`src/rtl/fifo_queue_flex_if.sv`:
```
// Valid/ack handshake bundle for fifo_queue_flex: producer side (request_in) and consumer side (request_out).
interface fifo_queue_flex_if #(
    parameter int SINGLE_ENTRY_WIDTH_IN_BITS = 32
);
    logic [SINGLE_ENTRY_WIDTH_IN_BITS-1:0] request_in;
    logic                                  request_valid_in;
    logic                                  issue_ack_out;
    logic [SINGLE_ENTRY_WIDTH_IN_BITS-1:0] request_out;
    logic                                  request_valid_out;
    logic                                  issue_ack_in;

    modport master (
        output request_in, request_valid_in, issue_ack_in,
        input  issue_ack_out, request_out, request_valid_out
    );

    modport slave (
        input  request_in, request_valid_in, issue_ack_in,
        output issue_ack_out, request_out, request_valid_out
    );
endinterface

```
`src/rtl/fifo_queue_flex.sv`:
```
// Arbitrary-depth FIFO with occupancy, almost-full/empty thresholds and synchronous flush.
// Optional combinational empty-queue bypass: define FIFO_QUEUE_FLEX_BYPASS_EN.
module fifo_queue_flex #(
    parameter int QUEUE_SIZE                 = 16,
    parameter int QUEUE_PTR_WIDTH_IN_BITS    = 4,
    parameter int SINGLE_ENTRY_WIDTH_IN_BITS = 32,
    parameter int ALMOST_FULL_THRESHOLD      = 12,
    parameter int ALMOST_EMPTY_THRESHOLD     = 2
) (
    input  logic                               clk_in,
    input  logic                               reset_in,
    input  logic                               flush_in,
    fifo_queue_flex_if.slave                   bus_if,
    output logic                               is_empty_out,
    output logic                               is_full_out,
    output logic                               almost_full_out,
    output logic                               almost_empty_out,
    output logic [QUEUE_PTR_WIDTH_IN_BITS:0]   occupancy_out
);
    localparam int PTR_W = QUEUE_PTR_WIDTH_IN_BITS;
    localparam int OCC_W = QUEUE_PTR_WIDTH_IN_BITS + 1;

    logic [SINGLE_ENTRY_WIDTH_IN_BITS-1:0] mem_q [QUEUE_SIZE];
    logic [PTR_W-1:0] wr_ptr_q, wr_ptr_d;
    logic [PTR_W-1:0] rd_ptr_q, rd_ptr_d;
    logic [OCC_W-1:0] occ_q, occ_d;
    logic             wr_fire, rd_fire, bypass_take;

    function automatic logic [PTR_W-1:0] ptr_inc(input logic [PTR_W-1:0] ptr);
        // Wrap at QUEUE_SIZE, not at 2^PTR_W, so non-power-of-two depths work.
        return (ptr == PTR_W'(QUEUE_SIZE - 1)) ? '0 : ptr + PTR_W'(1);
    endfunction

    assign is_empty_out     = (occ_q == '0);
    assign is_full_out      = (occ_q == OCC_W'(QUEUE_SIZE));
    assign almost_full_out  = (occ_q >= OCC_W'(ALMOST_FULL_THRESHOLD));
    assign almost_empty_out = (occ_q <= OCC_W'(ALMOST_EMPTY_THRESHOLD));
    assign occupancy_out    = occ_q;

    assign bus_if.issue_ack_out = ~is_full_out & ~flush_in;

`ifdef FIFO_QUEUE_FLEX_BYPASS_EN
    logic bypass_active;
    assign bypass_active = is_empty_out & bus_if.request_valid_in & ~flush_in;
    assign bypass_take   = bypass_active & bus_if.issue_ack_in;
    assign bus_if.request_valid_out = ~is_empty_out | bypass_active;
    always_comb begin
        bus_if.request_out = '0;
        if (!is_empty_out)
            bus_if.request_out = mem_q[rd_ptr_q];
        else if (bypass_active)
            bus_if.request_out = bus_if.request_in;
    end
`else
    assign bypass_take = 1'b0;
    assign bus_if.request_valid_out = ~is_empty_out;
    assign bus_if.request_out       = is_empty_out ? '0 : mem_q[rd_ptr_q];
`endif

    // A bypassed word goes straight to the consumer and never touches storage.
    assign wr_fire = bus_if.request_valid_in & bus_if.issue_ack_out & ~bypass_take;
    assign rd_fire = ~is_empty_out & bus_if.issue_ack_in & ~flush_in;

    always_comb begin
        wr_ptr_d = wr_ptr_q;
        rd_ptr_d = rd_ptr_q;
        occ_d    = occ_q;
        if (flush_in) begin
            wr_ptr_d = '0;
            rd_ptr_d = '0;
            occ_d    = '0;
        end else begin
            if (wr_fire) wr_ptr_d = ptr_inc(wr_ptr_q);
            if (rd_fire) rd_ptr_d = ptr_inc(rd_ptr_q);
            case ({wr_fire, rd_fire})
                2'b10:   occ_d = occ_q + OCC_W'(1);
                2'b01:   occ_d = occ_q - OCC_W'(1);
                default: occ_d = occ_q;
            endcase
        end
    end

    always_ff @(posedge clk_in or posedge reset_in) begin
        if (reset_in) begin
            wr_ptr_q <= '0;
            rd_ptr_q <= '0;
            occ_q    <= '0;
        end else begin
            wr_ptr_q <= wr_ptr_d;
            rd_ptr_q <= rd_ptr_d;
            occ_q    <= occ_d;
        end
    end

    always_ff @(posedge clk_in or posedge reset_in) begin
        if (reset_in) begin
            for (int i = 0; i < QUEUE_SIZE; i++) mem_q[i] <= '0;
        end else if (wr_fire) begin
            mem_q[wr_ptr_q] <= bus_if.request_in;
        end
    end
endmodule
```
`src/flat_wrapper.sv`:
```
// flat-port wrapper written by rule: the top's interface ports become plain ports
module fifo_queue_flex_flat 
#(
    parameter int QUEUE_SIZE                 = 16,
    parameter int QUEUE_PTR_WIDTH_IN_BITS    = 4,
    parameter int SINGLE_ENTRY_WIDTH_IN_BITS = 32,
    parameter int ALMOST_FULL_THRESHOLD      = 12,
    parameter int ALMOST_EMPTY_THRESHOLD     = 2
)
  (clk_in, reset_in, flush_in, is_empty_out, is_full_out, almost_full_out, almost_empty_out, occupancy_out, bus_if_request_in, bus_if_request_valid_in, bus_if_issue_ack_in, bus_if_issue_ack_out, bus_if_request_out, bus_if_request_valid_out);
  fifo_queue_flex_if #(.SINGLE_ENTRY_WIDTH_IN_BITS(SINGLE_ENTRY_WIDTH_IN_BITS)) bus_if_i ();
  input  logic clk_in;
  input  logic reset_in;
  input  logic flush_in;
  output logic is_empty_out;
  output logic is_full_out;
  output logic almost_full_out;
  output logic almost_empty_out;
  output logic [QUEUE_PTR_WIDTH_IN_BITS:0] occupancy_out;
  input wire logic [$bits(bus_if_i.request_in)-1:0] bus_if_request_in;
  input wire logic [$bits(bus_if_i.request_valid_in)-1:0] bus_if_request_valid_in;
  input wire logic [$bits(bus_if_i.issue_ack_in)-1:0] bus_if_issue_ack_in;
  output wire logic [$bits(bus_if_i.issue_ack_out)-1:0] bus_if_issue_ack_out;
  output wire logic [$bits(bus_if_i.request_out)-1:0] bus_if_request_out;
  output wire logic [$bits(bus_if_i.request_valid_out)-1:0] bus_if_request_valid_out;
  assign bus_if_i.request_in = bus_if_request_in;
  assign bus_if_i.request_valid_in = bus_if_request_valid_in;
  assign bus_if_i.issue_ack_in = bus_if_issue_ack_in;
  assign bus_if_issue_ack_out = bus_if_i.issue_ack_out;
  assign bus_if_request_out = bus_if_i.request_out;
  assign bus_if_request_valid_out = bus_if_i.request_valid_out;
  fifo_queue_flex #(.QUEUE_SIZE(QUEUE_SIZE), .QUEUE_PTR_WIDTH_IN_BITS(QUEUE_PTR_WIDTH_IN_BITS), .SINGLE_ENTRY_WIDTH_IN_BITS(SINGLE_ENTRY_WIDTH_IN_BITS), .ALMOST_FULL_THRESHOLD(ALMOST_FULL_THRESHOLD), .ALMOST_EMPTY_THRESHOLD(ALMOST_EMPTY_THRESHOLD)) u_core (.clk_in(clk_in), .reset_in(reset_in), .flush_in(flush_in), .bus_if(bus_if_i), .is_empty_out(is_empty_out), .is_full_out(is_full_out), .almost_full_out(almost_full_out), .almost_empty_out(almost_empty_out), .occupancy_out(occupancy_out));
endmodule
```
`config.mk`:
```
export PLATFORM = sky130hd
export DESIGN_NAME = fifo_queue_flex_flat
export DESIGN_NICKNAME = d
export VERILOG_FILES = /design/src/rtl/fifo_queue_flex_if.sv /design/src/rtl/fifo_queue_flex.sv /design/src/flat_wrapper.sv
export SDC_FILE = /design/constraint.sdc
export NUM_CORES = 1
export LEC_CHECK = 0
export CORE_MARGIN = 2
export CORE_UTILIZATION = 50
export CTS_BUF_LIST = sky130_fd_sc_hd__clkbuf_4 sky130_fd_sc_hd__clkbuf_8 sky130_fd_sc_hd__clkbuf_16
export CTS_CLUSTER_DIAMETER = 150
export DETAILED_ROUTE_END_ITERATION = 7
export GPL_ROUTABILITY_DRIVEN = 0
export PLACE_DENSITY = 0.67
export SYNTH_ARGS = -nofsm -noshare
export SYNTH_HDL_FRONTEND = slang
export SYNTH_SLANG_ARGS = --single-unit
```
`constraint.sdc`:
```
create_clock -name clk_in -period 18.9 [get_ports clk_in]
set_clock_uncertainty 0.1 [all_clocks]
set_input_delay 1.89 -clock clk_in [delete_from_list [all_inputs] [get_ports clk_in]]
set_output_delay 1.89 -clock clk_in [all_outputs]
set_load 0.03 [all_outputs]
```
# Word level (Yosys, flattened, before mapping)
# Index checks and enable logic that the tools add are counted.
classes:
  mux: 15
  n_eq_ne: 5
  bitwise_logic: 9
  reduce_logical: 5
  addsub: 4
  magnitude_cmp: 5
op_table:
  columns: ["cell", "n"]
  rows:
  - ["bitwise mux 512 bit", 1]
  - ["binary-select mux 32 bit (select 4 bit)", 1]
  - ["demux 32 bit (select 4 bit)", 1]
  - ["2-to-1 mux 32 bit", 4]
  - ["2-to-1 mux 4 bit", 6]
  - ["greater-or-equal comparator 5 bit (second input constant)", 2]
  - ["NOT 4 -> 5 bit", 2]
  - ["case mux 5 bit (2 select lines)", 1]
  - ["adder 4 x 1 -> 4 bit (second input constant)", 2]
  - ["equality test 4 bit (second input constant)", 2]
  - ["adder 5 x 1 -> 5 bit (second input constant)", 1]
  - ["equality test 5 bit (second input constant)", 1]
  - ["greater-or-equal comparator 5 x 4 -> 1 bit (second input constant)", 1]
  - ["<= comparator 5 x 2 -> 1 bit (second input constant)", 1]
  - ["logical NOT 5 bit", 1]
  - ["less-than comparator 5 x 1 -> 1 bit (second input constant)", 1]
  - ["2-to-1 mux 5 bit", 1]
  - ["subtractor 5 x 1 -> 5 bit (second input constant)", 1]
  - ["AND 1 bit", 4]
  - ["nonzero test 2 bit", 2]
  - ["NOT 1 bit", 3]
  - ["nonzero test 3 bit", 1]
  - ["equality test 2 x 1 -> 1 bit (second input constant)", 1]
  - ["equality test 2 bit (second input constant)", 1]
  - ["logical AND 1 bit", 1]
word_totals:
  out_inout_bits: 43
  inputBits: 37
  word_cells: 62
  regBits: 525

# Depth between registers and ports, before layout
# Gate-level depths: netlist of run 1.
depth:
  depth_word: 7
  mapped_depth: 13
  mapped_depth_nobuf: 11

# Worst setup path after synthesis of run 1
# No wires, ideal clock.
synth_path:
  path_kind: "input to output"
  from: "input port flush_in"
  to: "output port bus_if_issue_ack_out"
  required_time_ns: 16.910
  path_buffers: 2
  t_arrival_ns: 2.709
  stages: 3
  setup_slack_ns: 14.201
  path_cell_list: "clkbuf_1 > clkbuf_1 > nor2_1"
synth_via:
  elab_chain_cells: 2
synth_lines:
  columns: ["item", "line_no", "source"]
  rows:
  - ["start, declared", "flat_wrapper.sv:14", "input logic flush_in;"]
  - ["NOT 1 bit", "fifo_queue_flex.sv:40", "assign bus_if.issue_ack_out = ~is_full_out & ~flush_in;"]
  - ["AND 1 bit", "fifo_queue_flex.sv:40", null]
  - ["end, declared", "flat_wrapper.sv:23", "output wire logic [$bits(bus_if_i.issue_ack_out)-1:0] bus_if_issue_ack_out;"]
# Every way passes these cells.

# Final worst setup path of run 1
layout_path:
  from: "register u_core.rd_ptr_q[0]"
  to: "output port bus_if_request_out[9]"
layout_via:
  elab_chain_cells: 5
layout_lines:
  columns: ["item", "line_no", "source"]
  rows:
  - ["start, declared", "fifo_queue_flex.sv:25", "logic [PTR_W-1:0] rd_ptr_q, rd_ptr_d;"]
  - ["start signal, assigned", "fifo_queue_flex.sv:90", "rd_ptr_q <= rd_ptr_d;"]
  - ["NOT 4 -> 5 bit (not written as such)", "fifo_queue_flex.sv:57", "assign bus_if.request_out = is_empty_out ? '0 : mem_q[rd_ptr_q];"]
  - ["binary-select mux 32 bit (select 4 bit)", "fifo_queue_flex.sv:57", null]
  - ["2-to-1 mux 32 bit (not written as such) (2 in a row)", "fifo_queue_flex.sv:57", null]
  - ["2-to-1 mux 32 bit", "fifo_queue_flex.sv:57", null]
  - ["end, declared", "flat_wrapper.sv:24", "output wire logic [$bits(bus_if_i.request_out)-1:0] bus_if_request_out;"]
# Every way passes these cells. The select of a mux whose other input is x is not followed.

==> results.cfg, run 1 <==
[run_status]
status = finished clean

[pwr]
ir_worst_vdd_uv = 110
pwr-share-comb_pct = 27.1
powerDensity_nw_per_um2 = 125
netSwitchingFraction_pct = 29.8
p_int_mw = 2.45
p_leak_nw = 13.0
power_frac_clock_pct = 33.4
net_sw_power_mw = 1.04
seqPwrFrac_pct = 39.5

[place]
number_of_port_buffers = 79
place_inst = 2141
dp_hpwl_um = 30600

[routing]
detail_route.wl_per_cell_um = 25.5
first_iter_violations = 839
vias = 13300
detail-route-antenna-nets = 0
drt-vias-per-instance = 5.94
detail_route.drc_violations = 0
detailedRoute.firstPassIterationCount = 5
totalWireLength_um = 57300

[finish]
drive_above_1_share_pct = 38.1
nFillCells = 3833
post_layout_nonfiller_instances = 2246
layout_common_cells = 522 x dfrtp_1, 200 x mux2_1, 180 x mux2_4, 135 x mux2_2, 128 x mux4_2
layout-area-overhead-vs-synth_pct = 12.2
mostFrequentLayoutCell = dfrtp_1
antennaDiodeCount = 0
finish.net_count = 1580
final_util_pct = 56.9

[sta]
report.final.slew_viol_count = 0
final_period_minus_worst_setup_slack_ns = 6.87
tightestPinTransition_ns = 1.16
final.setup.tns_ns = 0
maxSlewHeadroom_pct = 22.4
final_worst_hold_slack_ns = 0.383
timing_hold_violations_final = 0
rsz_0062_raised_after_global_routing = false
fin_crit_share_pct = 36.4
timing.final.setup_violations = 0
peak_freq_mhz = 146

[synth]
syn-mean-instance-area_um2 = 16.5
netlist_area_um2 = 24900
synth_flop_cell = dfrtp_1
synth-async-reset-ratio_pct = 100
number_of_flops_mapped_to_enable_cells_by_yosys = 0
postSynthCellCount = 1512
syn_nets = 1556
yosys_register_bits = 525
yosys_warnings = 0
seq_area_frac_synth_pct = 52.8
synth.lib_cells_used.distinct = 45

[global_route]
largest_net_degree_at_the_start_of_global_routing = 125
globalRouteMet2Util_pct = 36.0
antenna_found_initial = 1
grt_pass1_vias = 14200
grt-busiest-layer = met2
grt_pass1_wl_um = 88800
met3_demand_to_capacity_share_in_global_routing_pct = 4.00
grt_util_all_layers_pct = 23.0
grt_overflow_total = 0
grt_util_met1_pct = 34.0

[worst_setup_path]
critPathCaptureType = output pin
timing.critical_path.slowest_cell_delay_ns = 1.03
worst_path_most_repeated_cell = buf_4
path_buf_inv = 3
critical_path_required_ns = 16.91
critical-path-slowest-cell = dfrtp_4
cp_max_fo = 48
timing_worst_setup_path_type = flop to output pin
timing.reg2reg.setup_slack_ns = 15.43
cp_delay_by_family_top = buffers and inverters
worst-endpoint-arrival_ns = 4.88
critical_path.cell_chain = buf_4 > buf_4 > mux4_2 > mux2i_1 > o22ai_1 > clkdlybuf4s50_1
startpoint_type = flop

[min_path]
timing.hold.worst.class = flop to flop

[clocking]
postCtsSetupRepairBufs = 0
cts_resized = 0
clk_transition_reported_paths_ns = 0.06
cts.root.buffer_cell = clkbuf_16
ctsHtreeMaxLevel = 2
cts_num_sinks = 525
holdBufCountCts = 0
tritoncts_buffers = 57
maximum_buffer_depth_of_the_clock_tree = 3
worst_skew_pair.late_latency_ns = 0.60
tritoncts_clock_tree = yes

[flow_run]
max_cap_viol_count = 0

[die]
chipHeight_um = 227
core_um2 = 49100
placement_rows = 81
floorplan.initialDensity_pct = 50.7
floorplan.io_pins = 80
area_enclosed_by_the_die_boundary_um2 = 51600
die-width_um = 227
==> synth_stat cells (4+ instances only) <==
master | n | area [um^2]
nand3_1 | 5 | 25.0
o22ai_1 | 32 | 200
buf_6 | 22 | 248
nor2_1 | 14 | 52.6
mux2_1 | 200 | 2250
buf_2 | 29 | 145
nand3_2 | 6 | 60.1
clkbuf_1 | 52 | 195
nand2_1 | 9 | 33.8
dfrtp_1 | 525 | 13100
buf_1 | 12 | 45.0
mux2i_1 | 66 | 661
mux2_2 | 135 | 1520
buf_4 | 26 | 195
inv_1 | 5 | 18.8
a21oi_1 | 11 | 55.1
nor2b_1 | 4 | 25.0
and3_1 | 7 | 43.8
ha_1 | 7 | 87.6
mux2_4 | 180 | 2700
mux4_2 | 128 | 2880
nand2b_1 | 4 | 25.0
==> stage by stage <==
step	cell area [um^2]	setup slack (ns)	total power [mW]
final	27900	12.03	3.49
after global routing	27900	11.61	3.63
after detailed placement	25900	12.48	2.34
after floorplan	24900	2.24	2.03
after global placement	25900	12.51	2.33
after CTS	27900	11.84	3.52
==> flip-flops by register name, indices dropped and copies added, names as in the netlist <==
register / flops
u_core.rd_ptr_q: 4
u_core.occupancy_out: 5
u_core.mem_q: 512
u_core.wr_ptr_q: 4
==> metal layers <==
layer | part of all wire [%] | wire length (um)
met2 | 47 | 27200
met3 | 3.9 | 2230
met1 | 47 | 26800
met5 | 0.024 | 14
met4 | 1.9 | 1070
==> area by class of cell <==
| cell class | count | area, um^2 | share of cell area [%] |
|---|---|---|---|
| timing repair buffer | 106 | 993 | 3.56 |
| tap | 664 | 831 | 2.97 |
| clock inverter | 22 | 280 | 1.00 |
| sequential | 525 | 13100 | 47.1 |
| multi-input combinational | 841 | 10900 | 39.2 |
| clock buffer | 83 | 1710 | 6.14 |
| inverter | 5 | 26.3 | 0.0941 |
==> path summary, 6_finish.rpt <==
kind                                                      end                                start  cells past startpoint
worst max-delay path                    bus_if_request_out[9]       u_core.rd_ptr_q[0]$_DFFE_PP0P_                      6
worst min-delay path            u_core.mem_q[496]$_DFFE_PP0P_        u_core.mem_q[496]$_DFFE_PP0P_                      1
worst max register to register  u_core.mem_q[446]$_DFFE_PP0P_  u_core.occupancy_out[1]$_DFFE_PP0P_                      6
worst min register to register  u_core.mem_q[496]$_DFFE_PP0P_        u_core.mem_q[496]$_DFFE_PP0P_                      1
max in group asynchronous        u_core.mem_q[33]$_DFFE_PP0P_                             reset_in                      4
min in group asynchronous       u_core.mem_q[498]$_DFFE_PP0P_                             reset_in                      2
==> power by group through the flow <==
stage               Clock (mW)  Sequential (mW)  Combinational (mW)
global placement             0             1.39               0.939
finish                    1.16             1.38               0.944
CTS                       1.19             1.38               0.953
global route              1.24             1.40               0.994
detailed placement           0             1.39               0.950
floorplan                    0             1.35               0.686
==> cells by family (layout without fill, tap and decap cells) <==
kind of cell / count (synthesis) / in the layout / share of synthesized area, %
muxes: 709 / 709 / 40.2
and+or+nand+nor: 63 / 63 / 1.57
DFF: 525 / 525 / 52.8
adders and majority gates: 7 / 7 / 0.352
AOI/OAI and AO/OA: 59 / 59 / 1.54
buffers and inverters: 146 / 216 / 3.40
xor gates and xnor gates: 3 / 3 / 0.106
==> worst register-to-register path, delay by kind of cell (launching register included) <==
kind                   cells  cell delay, ns
AND/OR/NAND/NOR            3            1.25
AO/OA/AOI/OAI              1            0.48
buffers and inverters      1            0.58
multiplexers               1            0.40
flip-flops                 1            0.56
(Power assumes the default switching activity.)
==> inputs of run 2 (changes only) <==
--- a/config.mk
+++ b/config.mk
@@ -11,7 +11,7 @@
 export CTS_CLUSTER_DIAMETER = 150
 export DETAILED_ROUTE_END_ITERATION = 7
 export GPL_ROUTABILITY_DRIVEN = 0
-export PLACE_DENSITY = 0.67
+export PLACE_DENSITY = 0.7
 export SYNTH_ARGS = -nofsm -noshare
 export SYNTH_HDL_FRONTEND = slang
 export SYNTH_SLANG_ARGS = --single-unit
==> constraint.sdc (replaced) <==
create_clock -name clk_in -period 5.9 [get_ports clk_in]
set_clock_uncertainty 0.1 [all_clocks]
set_input_delay 0.59 -clock clk_in [delete_from_list [all_inputs] [get_ports clk_in]]
set_output_delay 0.59 -clock clk_in [all_outputs]
set_load 0.03 [all_outputs]
==> results.cfg, run 2 (synthesis results as in run 1) <==
[worst_setup_path]
critical_path.cell_chain = nor4_4 > nand2b_1 > nand2b_2 > o22ai_1 > clkdlybuf4s50_1
path_buf_inv = 1
r2r_end = u_core.mem_q[222]$_DFFE_PP0P_
reg2regPathDepth = 6
critical-path-slowest-cell = nand2b_2
startpoint_type = flop
critPathCaptureType = output pin
timing.reg2reg.setup_slack_ns = 2.34
cp_delay_by_family_top = simple AND/OR/NAND/NOR gates
timing.critical_path.slowest_cell_delay_ns = 0.89
critical_path_required_ns = 5.21
timing_worst_setup_path_type = flop to output pin
worst_r2r_startpoint = u_core.occupancy_out[1]$_DFFE_PP0P_
cp_max_fo = 32
worst-endpoint-arrival_ns = 3.76

[clocking]
maximum_buffer_depth_of_the_clock_tree = 3
cts_resized = 0
tritoncts_clock_tree = yes
postCtsSetupRepairBufs = 0
cts.root.buffer_cell = clkbuf_16
worst_skew_pair.late_latency_ns = 0.61
cts_num_sinks = 525
tritoncts_buffers = 56
clk_transition_reported_paths_ns = 0.06
ctsHtreeMaxLevel = 2
holdBufCountCts = 0

[die]
placement_rows = 81
floorplan.io_pins = 80
core_um2 = 49100
area_enclosed_by_the_die_boundary_um2 = 51600
chipHeight_um = 227
floorplan.initialDensity_pct = 50.7
die-width_um = 227

[pwr]
powerDensity_nw_per_um2 = 397
pwr-share-comb_pct = 27.0
seqPwrFrac_pct = 39.9
p_int_mw = 7.80
p_leak_nw = 13.0
power_mw = 11.1
netSwitchingFraction_pct = 29.8
power_frac_clock_pct = 33.1
net_sw_power_mw = 3.31
ir_worst_vdd_uv = 343

[routing]
detailedRoute.firstPassIterationCount = 5
detail_route.drc_violations = 0
drt-vias-per-instance = 5.91
detail-route-antenna-nets = 0
detail_route.wl_per_cell_um = 24.8
totalWireLength_um = 55800
first_iter_violations = 930
vias = 13300

[min_path]
timing.hold.worst.class = input port to async pin

[sta]
report.final.slew_viol_count = 0
maxSlewHeadroom_pct = 23.9
final_worst_hold_slack_ns = 0.383
peak_freq_mhz = 225
tightestPinTransition_ns = 1.14
final_period_minus_worst_setup_slack_ns = 4.45
worst_slack_ns = 1.45
rsz_0062_raised_after_global_routing = false
timing_hold_violations_final = 0
timing.final.setup_violations = 0
fin_crit_share_pct = 75.4

[finish]
drive_above_1_share_pct = 38.4
finish.net_count = 1585
layout-area-overhead-vs-synth_pct = 12.4
registers.top_by_ff_count = u_core.mem_q
mostFrequentLayoutCell = dfrtp_1
layout_common_cells = 522 x dfrtp_1, 200 x mux2_1, 180 x mux2_4, 135 x mux2_2, 128 x mux4_2
max_reg_flops = 512

[global_route]
grt_pass1_vias = 14400
grt_util_all_layers_pct = 22.6
grt_pass1_wl_um = 88300
largest_net_degree_at_the_start_of_global_routing = 134
antenna_found_initial = 1
grt_overflow_total = 0

[place]
number_of_port_buffers = 79
pre_cts_ws_ns = 1.86
dp_hpwl_um = 31800

[run_status]
status = finished clean

[flow_run]
max_cap_viol_count = 0
==> run 2: worst max path at each step <==
stage / startpoint / cells after the start / slack (ns) / endpoint
after floorplan: reset_in / 1 / -1.92 / u_core.mem_q[0]$_DFFE_PP0P_
after global placement: bus_if_request_valid_in / 6 / 1.95 / u_core.mem_q[199]$_DFFE_PP0P_
after detailed placement: bus_if_request_valid_in / 6 / 1.86 / u_core.mem_q[199]$_DFFE_PP0P_
after CTS: u_core.rd_ptr_q[0]$_DFFE_PP0P_ / 5 / 1.35 / bus_if_request_out[23]
after global routing: u_core.rd_ptr_q[0]$_DFFE_PP0P_ / 5 / 1.19 / bus_if_request_out[23]
final: u_core.occupancy_out[1]$_DFFE_PP0P_ / 5 / 1.45 / bus_if_request_out[4]
==> run 2: power by group through the flow <==
stage	Combinational (mW)	Clock, mW	Sequential (mW)
2_1_floorplan	2.20	0	4.31
3_3_place_gp	3.00	0	4.46
3_5_place_dp	3.02	0	4.48
4_1_cts	3.04	3.75	4.43
5_1_grt	3.19	3.89	4.50
6_report	3.00	3.68	4.43
==> run 2: area by class of cell <==
class                   instances  area (um^2)
well taps                     664          831
clock buffers                  89         1770
diodes                          1         2.50
clock inverters                16          195
multi-input cells             841        10900
flip-flops and latches        525        13100
repair buffers                112         1090
inverters                       5         22.5
fillers                      3800        21100
==> run 2: per-stage QoR <==
step / area, um^2 / std cells / utilization, % / setup TNS, ns
after floorplan: 24900 / 1512 / - / -1010.19
after global placement: 26000 / 2147 / 53.1 / 0
after detailed placement: 26000 / 2147 / 53.1 / 0
after CTS: 28000 / 2252 / 57.1 / 0
after global routing: 28000 / 2253 / 57.1 / 0
final: 28000 / 2253 / 57.1 / 0
==> run 2: routing by layer <==
layer | routed length [um] | vias up | share of wire (%) | global-route usage [%]
met2 | 26700 | 258 | 48 | 36.1
met5 | 0 | - | 0 | 0
li1 | - | 5680 | - | -
met1 | 25500 | 7299 | 46 | 32.4
met4 | 1230 | 0 | 2.2 | 6.37
met3 | 2330 | 80 | 4.2 | 3.73
